`config.mk`:
```
export PLATFORM = sky130hd
export DESIGN_NAME = spi_flash_master
export DESIGN_NICKNAME = d
export VERILOG_FILES = /design/src/rtl/spi_flash_master.sv
export SDC_FILE = /design/constraint.sdc
export NUM_CORES = 1
export LEC_CHECK = 0
export BUFFER_PORTS_ARGS = -buffer_cell sky130_fd_sc_hd__buf_2
export CAP_MARGIN = 20
export CORE_ASPECT_RATIO = 1.4
export CORE_UTILIZATION = 62
export DETAILED_ROUTE_END_ITERATION = 10
export GPL_TIMING_DRIVEN = 0
export PLACE_DENSITY_LB_ADDON = 0.08
export SYNTH_ARGS = -nofsm -noshare
export SYNTH_HDL_FRONTEND = slang
export SYNTH_SLANG_ARGS = --single-unit
```
`constraint.sdc`:
```
create_clock -name clk -period 4 [get_ports clk]
set_clock_uncertainty 0.1 [all_clocks]
set_input_delay 0.2 -clock clk [delete_from_list [all_inputs] [get_ports clk]]
set_output_delay 0.2 -clock clk [all_outputs]
set_load 0.02 [all_outputs]
```
`src/rtl/spi_flash_master.sv`:
```
// Mode-0 SPI master: one DATA_W-bit transfer per request, MSB first, with
// active-low chip selects that can be held across transfers and switched.
module spi_flash_master #(
    parameter int unsigned CLK_DIV = 4,
    parameter int unsigned NUM_CS  = 2,
    parameter int unsigned DATA_W  = 8,
    localparam int unsigned SEL_W  = (NUM_CS > 1) ? $clog2(NUM_CS) : 1
) (
    input  logic              clk,
    input  logic              rst_n,
    input  logic              start,
    output logic              ready,
    input  logic [DATA_W-1:0] tx_data,
    input  logic [SEL_W-1:0]  cs_sel,
    input  logic              hold_cs,
    input  logic              cs_release,   // "release" is a reserved word
    output logic [DATA_W-1:0] rx_data,
    output logic              rx_valid,
    output logic              busy,
    output logic              spi_sclk,
    output logic              spi_mosi,
    output logic [NUM_CS-1:0] spi_cs_n,
    input  logic              spi_miso
);

    localparam int unsigned DIV_W = 8;
    localparam int unsigned BIT_W = (DATA_W > 1) ? $clog2(DATA_W) : 1;
    localparam logic [DIV_W-1:0] DIV_LAST = DIV_W'(CLK_DIV - 1);
    localparam logic [BIT_W-1:0] BIT_LAST = BIT_W'(DATA_W - 1);

    generate
        if (CLK_DIV < 3 || CLK_DIV > 255) begin : g_bad_clk_div
            $error("spi_flash_master: CLK_DIV must be in 3..255");
        end
    endgenerate

    typedef enum logic [2:0] {S_IDLE, S_LEAD, S_HIGH, S_LOW, S_GAP} state_t;

    state_t              state_q, state_d;
    logic [DIV_W-1:0]    div_q, div_d;
    logic [BIT_W-1:0]    bit_q, bit_d;
    logic [DATA_W-1:0]   tx_q, tx_d;
    logic [DATA_W-1:0]   rx_sr_q, rx_sr_d;
    logic [SEL_W-1:0]    sel_q, sel_d;
    logic                hold_q, hold_d;
    logic                held_q, held_d;
    logic                sw_q, sw_d;
    logic [DATA_W-1:0]   rx_data_q, rx_data_d;
    logic                rx_valid_q, rx_valid_d;
    logic                sclk_q, sclk_d;
    logic                mosi_q, mosi_d;
    logic                cs_act_q, cs_act_d;
    logic [NUM_CS-1:0]   cs_n_q, cs_n_d;
    logic                ready_q, ready_d;
    logic                busy_q, busy_d;
    logic                miso_meta_q, miso_s;
    logic                div_last;

    assign div_last = (div_q == DIV_LAST);

    // Two-flop synchronizer for the asynchronous MISO pad
    always_ff @(posedge clk or negedge rst_n) begin
        if (!rst_n) begin
            miso_meta_q <= 1'b0;
            miso_s      <= 1'b0;
        end else begin
            miso_meta_q <= spi_miso;
            miso_s      <= miso_meta_q;
        end
    end

    always_ff @(posedge clk or negedge rst_n) begin
        if (!rst_n) begin
            state_q    <= S_IDLE;
            div_q      <= '0;
            bit_q      <= '0;
            tx_q       <= '0;
            rx_sr_q    <= '0;
            sel_q      <= '0;
            hold_q     <= 1'b0;
            held_q     <= 1'b0;
            sw_q       <= 1'b0;
            rx_data_q  <= '0;
            rx_valid_q <= 1'b0;
            sclk_q     <= 1'b0;
            mosi_q     <= 1'b0;
            cs_act_q   <= 1'b0;
            cs_n_q     <= '1;
            ready_q    <= 1'b1;
            busy_q     <= 1'b0;
        end else begin
            state_q    <= state_d;
            div_q      <= div_d;
            bit_q      <= bit_d;
            tx_q       <= tx_d;
            rx_sr_q    <= rx_sr_d;
            sel_q      <= sel_d;
            hold_q     <= hold_d;
            held_q     <= held_d;
            sw_q       <= sw_d;
            rx_data_q  <= rx_data_d;
            rx_valid_q <= rx_valid_d;
            sclk_q     <= sclk_d;
            mosi_q     <= mosi_d;
            cs_act_q   <= cs_act_d;
            cs_n_q     <= cs_n_d;
            ready_q    <= ready_d;
            busy_q     <= busy_d;
        end
    end

    // Next state plus next value of every pad/handshake register
    always_comb begin
        state_d    = state_q;
        div_d      = '0;
        bit_d      = bit_q;
        tx_d       = tx_q;
        rx_sr_d    = rx_sr_q;
        sel_d      = sel_q;
        hold_d     = hold_q;
        held_d     = held_q;
        sw_d       = sw_q;
        rx_data_d  = rx_data_q;
        rx_valid_d = 1'b0;
        sclk_d     = sclk_q;
        mosi_d     = mosi_q;
        cs_act_d   = cs_act_q;

        if (state_q != S_IDLE) begin
            div_d = div_last ? '0 : div_q + DIV_W'(1);
        end

        case (state_q)
            S_IDLE: begin
                sclk_d = 1'b0;
                if (start) begin
                    tx_d   = tx_data;
                    sel_d  = cs_sel;
                    hold_d = hold_cs;
                    bit_d  = '0;
                    if (held_q && (cs_sel != sel_q)) begin
                        // switch target: deselect for one GAP first
                        state_d  = S_GAP;
                        sw_d     = 1'b1;
                        held_d   = 1'b0;
                        cs_act_d = 1'b0;
                        mosi_d   = 1'b0;
                    end else begin
                        state_d  = S_LEAD;
                        cs_act_d = 1'b1;
                        mosi_d   = tx_data[DATA_W-1];
                    end
                end else if (cs_release && held_q) begin
                    state_d  = S_GAP;
                    held_d   = 1'b0;
                    cs_act_d = 1'b0;
                    mosi_d   = 1'b0;
                end
            end
            S_LEAD: begin
                if (div_last) begin
                    state_d = S_HIGH;
                    sclk_d  = 1'b1;
                end
            end
            S_HIGH: begin
                if (div_last) begin
                    state_d = S_LOW;
                    sclk_d  = 1'b0;
                    rx_sr_d = DATA_W'({rx_sr_q, miso_s});
                    if (bit_q != BIT_LAST) begin
                        tx_d   = tx_q << 1;
                        mosi_d = tx_d[DATA_W-1];
                    end
                end
            end
            S_LOW: begin
                if (div_last) begin
                    if (bit_q != BIT_LAST) begin
                        bit_d   = bit_q + BIT_W'(1);
                        state_d = S_HIGH;
                        sclk_d  = 1'b1;
                    end else begin
                        rx_valid_d = 1'b1;
                        rx_data_d  = rx_sr_q;
                        if (hold_q) begin
                            state_d = S_IDLE;
                            held_d  = 1'b1;
                        end else begin
                            state_d  = S_GAP;
                            held_d   = 1'b0;
                            cs_act_d = 1'b0;
                            mosi_d   = 1'b0;
                        end
                    end
                end
            end
            S_GAP: begin
                if (div_last) begin
                    if (sw_q) begin
                        state_d  = S_LEAD;
                        sw_d     = 1'b0;
                        cs_act_d = 1'b1;
                        mosi_d   = tx_q[DATA_W-1];
                    end else begin
                        state_d = S_IDLE;
                    end
                end
            end
            default: begin
                state_d = S_IDLE;
            end
        endcase

        ready_d = (state_d == S_IDLE);
        busy_d  = (state_d != S_IDLE);
        for (int unsigned i = 0; i < NUM_CS; i++) begin
            cs_n_d[i] = ~(cs_act_d && (sel_d == SEL_W'(i)));
        end
    end

    assign ready    = ready_q;
    assign busy     = busy_q;
    assign rx_data  = rx_data_q;
    assign rx_valid = rx_valid_q;
    assign spi_sclk = sclk_q;
    assign spi_mosi = mosi_q;
    assign spi_cs_n = cs_n_q;

endmodule
```
==> qor.csv <==
metric,value,unit
tritoncts,built,
netlist.area_leader.share,49.8,%
slowest_stage,nand4_1,
drive_gt1_share,25.8,%
core.rowCount,26,
synth.area.top_cells,"dfrtp_1 50%, mux2_1 9.6%, mux2_2 4.6%, dfstp_2 3.2%, ha_1 2.0%",
status,finished clean,
synth_cells,207,
finalCritPeriodShare,61.2,%
period_minus_slack,2.45,ns
cpPeakStageDelay,0.59,ns
root_buffer,clkbuf_8,
fin_util,75.7,%
port_buffers,29,
gr-usage-all-layers,24.9,%
grt_overflow,0,
synth_edf_count,0,
postSynth.asyncResetShare,100,%
cts_max_level,2,
setup_viol,0,
syn_to_final_growth,14.0,%
cts_resized,0,
pwr-share-seq,42.5,%
hold_slack,0.0443,ns
design.core.area,0.00371,mm^2
ir_worst_vdd,0.440,mV
preCtsSetupSlack,1.57,ns
critPathLaunchType,register,
synth_top_area_cell,dfrtp_1,
power.internal,1120,uW
num_vias,1723,
die_h,76.6,um
routedWlPerCell,16.2,um
path_max_fanout,9,
drc,0,
leakage,0.00136,uW
syn_nets,226,
dieWidth,55.3,um
ys_ff_latch,52,
start_util,66.4,%
clk_pin_slew,0.09,ns
synthMuxAreaShare,15.8,%
setup_slack,1.55,ns
clk_latency,0.31,ns
worstSetupEndpointType,register,
cts_buffers,5,
drt_iter0_drc,41,
tns,0,ns
synthAdderAreaFrac,2.03,%
routed_wl,4700,um
hpwl,3300,um
drv_slew,0,
swShare,37.5,%
ys_types,51,
final_antenna_net_count,0,
rsz0062_at_grt,false,
die_area,0.00423,mm^2
vias_per_cell,5.94,
firstDrtPassIters,4,
synth_area,0.00246,mm^2
placed_area,0.00266,mm^2
cpLargestDelayFamily,simple AND/OR/NAND/NOR gates,
hold_path.class,in -> reg,
synth_xor_xnor_area_share,2.13,%
clock-sinks,52,
synthSimpleGateAreaFrac,14.3,%
antenna_found_initial,0,
ys_warn_count,0,
critPathBufInv,0,
power_switching,672,uW
n_antenna_cell,0,
grt_pass1_vias,1837,
drv_cap,0,
worstSetupPathType,reg -> reg,
synthFlopType,dfrtp_1,
synth-compound-area-share,9.70,%
combPwrFrac,39.9,%
avgSynthCellArea,11.9,um^2
final_hold_viol_count,0,
final_cell_area,0.00281,mm^2
layout.nets,266,
gp_congestion,0.887,
arrival,2.59,ns
grt_pass1_wl,8270,um
max-slew-margin-rel,60.1,%
ys_seq_area_share,53.0,%
clkPwrFrac,17.6,%
path_cells,ha_1 -> nor3b_1 -> nand4_1 -> o211ai_2 -> or4_1,
grt_max_degree,53,
ios,30,
max_freq,408,MHz
required,4.15,ns
cts.path.max_buffers,2,
worst_pin_slew,0.597,ns
power_density,638,mW/mm^2
synth_top_family_by_area,multiplexers,
[kinds of logic (layout without fill, tap and decap cells)]
group	count (synthesis)	count (layout)
muxes	35	35
buffers and inverters	19	60
adders and majority gates	4	4
DFF	52	52
AOI/OAI and AO/OA	33	33
xor gates and xnor gates	6	6
and+or+nand+nor	58	58
[timing repair]
item / in CTS / in global routing
hold endpoints to repair: 2 / 12
hold buffers: 2 / 1
setup buffers: 0 / 0
[layer usage]
layer  global-route usage, %  vias to the layer above  routed length (um)
met5                       0                        -                   0
met4                    10.5                        0                  80
met3                    4.24                        9                 127
met2                    43.1                       29                2540
met1                    30.2                      864                1960
li1                        -                      821                   -
[path summary, 6_finish.rpt]
| check | from | endpoint | slack [ns] | depth (start not counted) |
|---|---|---|---|---|
| max reg2reg | div_q[0]$_DFF_PN0_ | busy$_DFF_PN0_ | 1.55 | 5 |
| min in group asynchronous | rst_n | div_q[3]$_DFF_PN0_ | 0.20 | 2 |
| min reg2reg | miso_meta_q$_DFF_PN0_ | miso_s$_DFF_PN0_ | 0.26 | 0 |
| min | tx_data[0] | tx_q[0]$_DFFE_PN0P_ | 0.04 | 3 |
| max | div_q[0]$_DFF_PN0_ | busy$_DFF_PN0_ | 1.55 | 5 |
| max in group asynchronous | rst_n | spi_cs_n[0]$_DFF_PN1_ | 3.04 | 3 |
[placed cells by master (no fill, tap or decap), types with 3 or more instances in the layout]
cell type / Yosys / final
mux2i_1: 4 / 4
ha_1: 4 / 4
mux2_2: 10 / 10
buf_2: 3 / 32
nand4_1: 4 / 4
dlygate4sd3_1: 0 / 3
nand3b_1: 3 / 3
nor2_1: 9 / 9
clkbuf_1: 6 / 6
nand2_1: 12 / 12
o21ai_1: 5 / 5
a21oi_1: 9 / 9
clkbuf_8: 0 / 6
mux2_1: 21 / 21
xor2_1: 5 / 5
dfstp_2: 3 / 3
dfrtp_1: 49 / 49
inv_1: 9 / 9
and3_1: 5 / 5
[layout make-up]
class | instances | area [um^2]
buffer | 9 | 37.5
clock buffer | 6 | 82.6
clock inverter | 2 | 13.8
fill | 255 | 901
inverter | 10 | 37.5
multi-input combinational | 136 | 1080
sequential | 52 | 1310
tap | 42 | 52.6
timing repair buffer | 33 | 195
[state kept, by name (all words and copies together), names as in the netlist, 2 cells and up]
register,cells
div_q,8
bit_q,3
rx_sr_q,8
state_q,3
spi_cs_n,2
tx_q,8
rx_data,8
[cell usage after synthesis, types with 2 or more instances]
| cell type | count |
|---|---|
| dfrtp_1 | 49 |
| mux2_1 | 21 |
| nand2_1 | 12 |
| mux2_2 | 10 |
| a21oi_1 | 9 |
| inv_1 | 9 |
| nor2_1 | 9 |
| clkbuf_1 | 6 |
| and3_1 | 5 |
| o21ai_1 | 5 |
| xor2_1 | 5 |
| ha_1 | 4 |
| mux2i_1 | 4 |
| nand4_1 | 4 |
| buf_2 | 3 |
| dfstp_2 | 3 |
| nand3b_1 | 3 |
| a31oi_1 | 2 |
| a41oi_1 | 2 |
| and2_1 | 2 |
| nand2b_1 | 2 |
| nand3_1 | 2 |
| nor3b_1 | 2 |
| o211ai_1 | 2 |
| o21a_1 | 2 |
| o21ai_0 | 2 |
| or2_1 | 2 |
| or2_2 | 2 |
| or3_1 | 2 |
[worst reg2reg max path, cell delays in order, from the launching register on]
cell and delay [ns]:
dfrtp_1 0.41, ha_1 0.21, nor3b_1 0.49, nand4_1 0.59, o211ai_2 0.42, or4_1 0.17
[metrics by stage]
| step | total power [uW] | cells |
|---|---|---|
| 2_1_floorplan | 1300 | 207 |
| 3_3_place_gp | 1440 | 278 |
| 3_5_place_dp | 1480 | 278 |
| 4_1_cts | 1800 | 288 |
| 5_1_grt | 1920 | 290 |
| 6_report | 1790 | 290 |
[power by group through the flow]
stage	Combinational [uW]	Sequential, uW	Clock, uW
final	714	762	315
after detailed placement	709	770	0
after CTS	716	761	324
after global routing	804	779	341
after floorplan	524	771	0
after global placement	681	761	0
No activity file was read; power rests on OpenSTA's default activity.
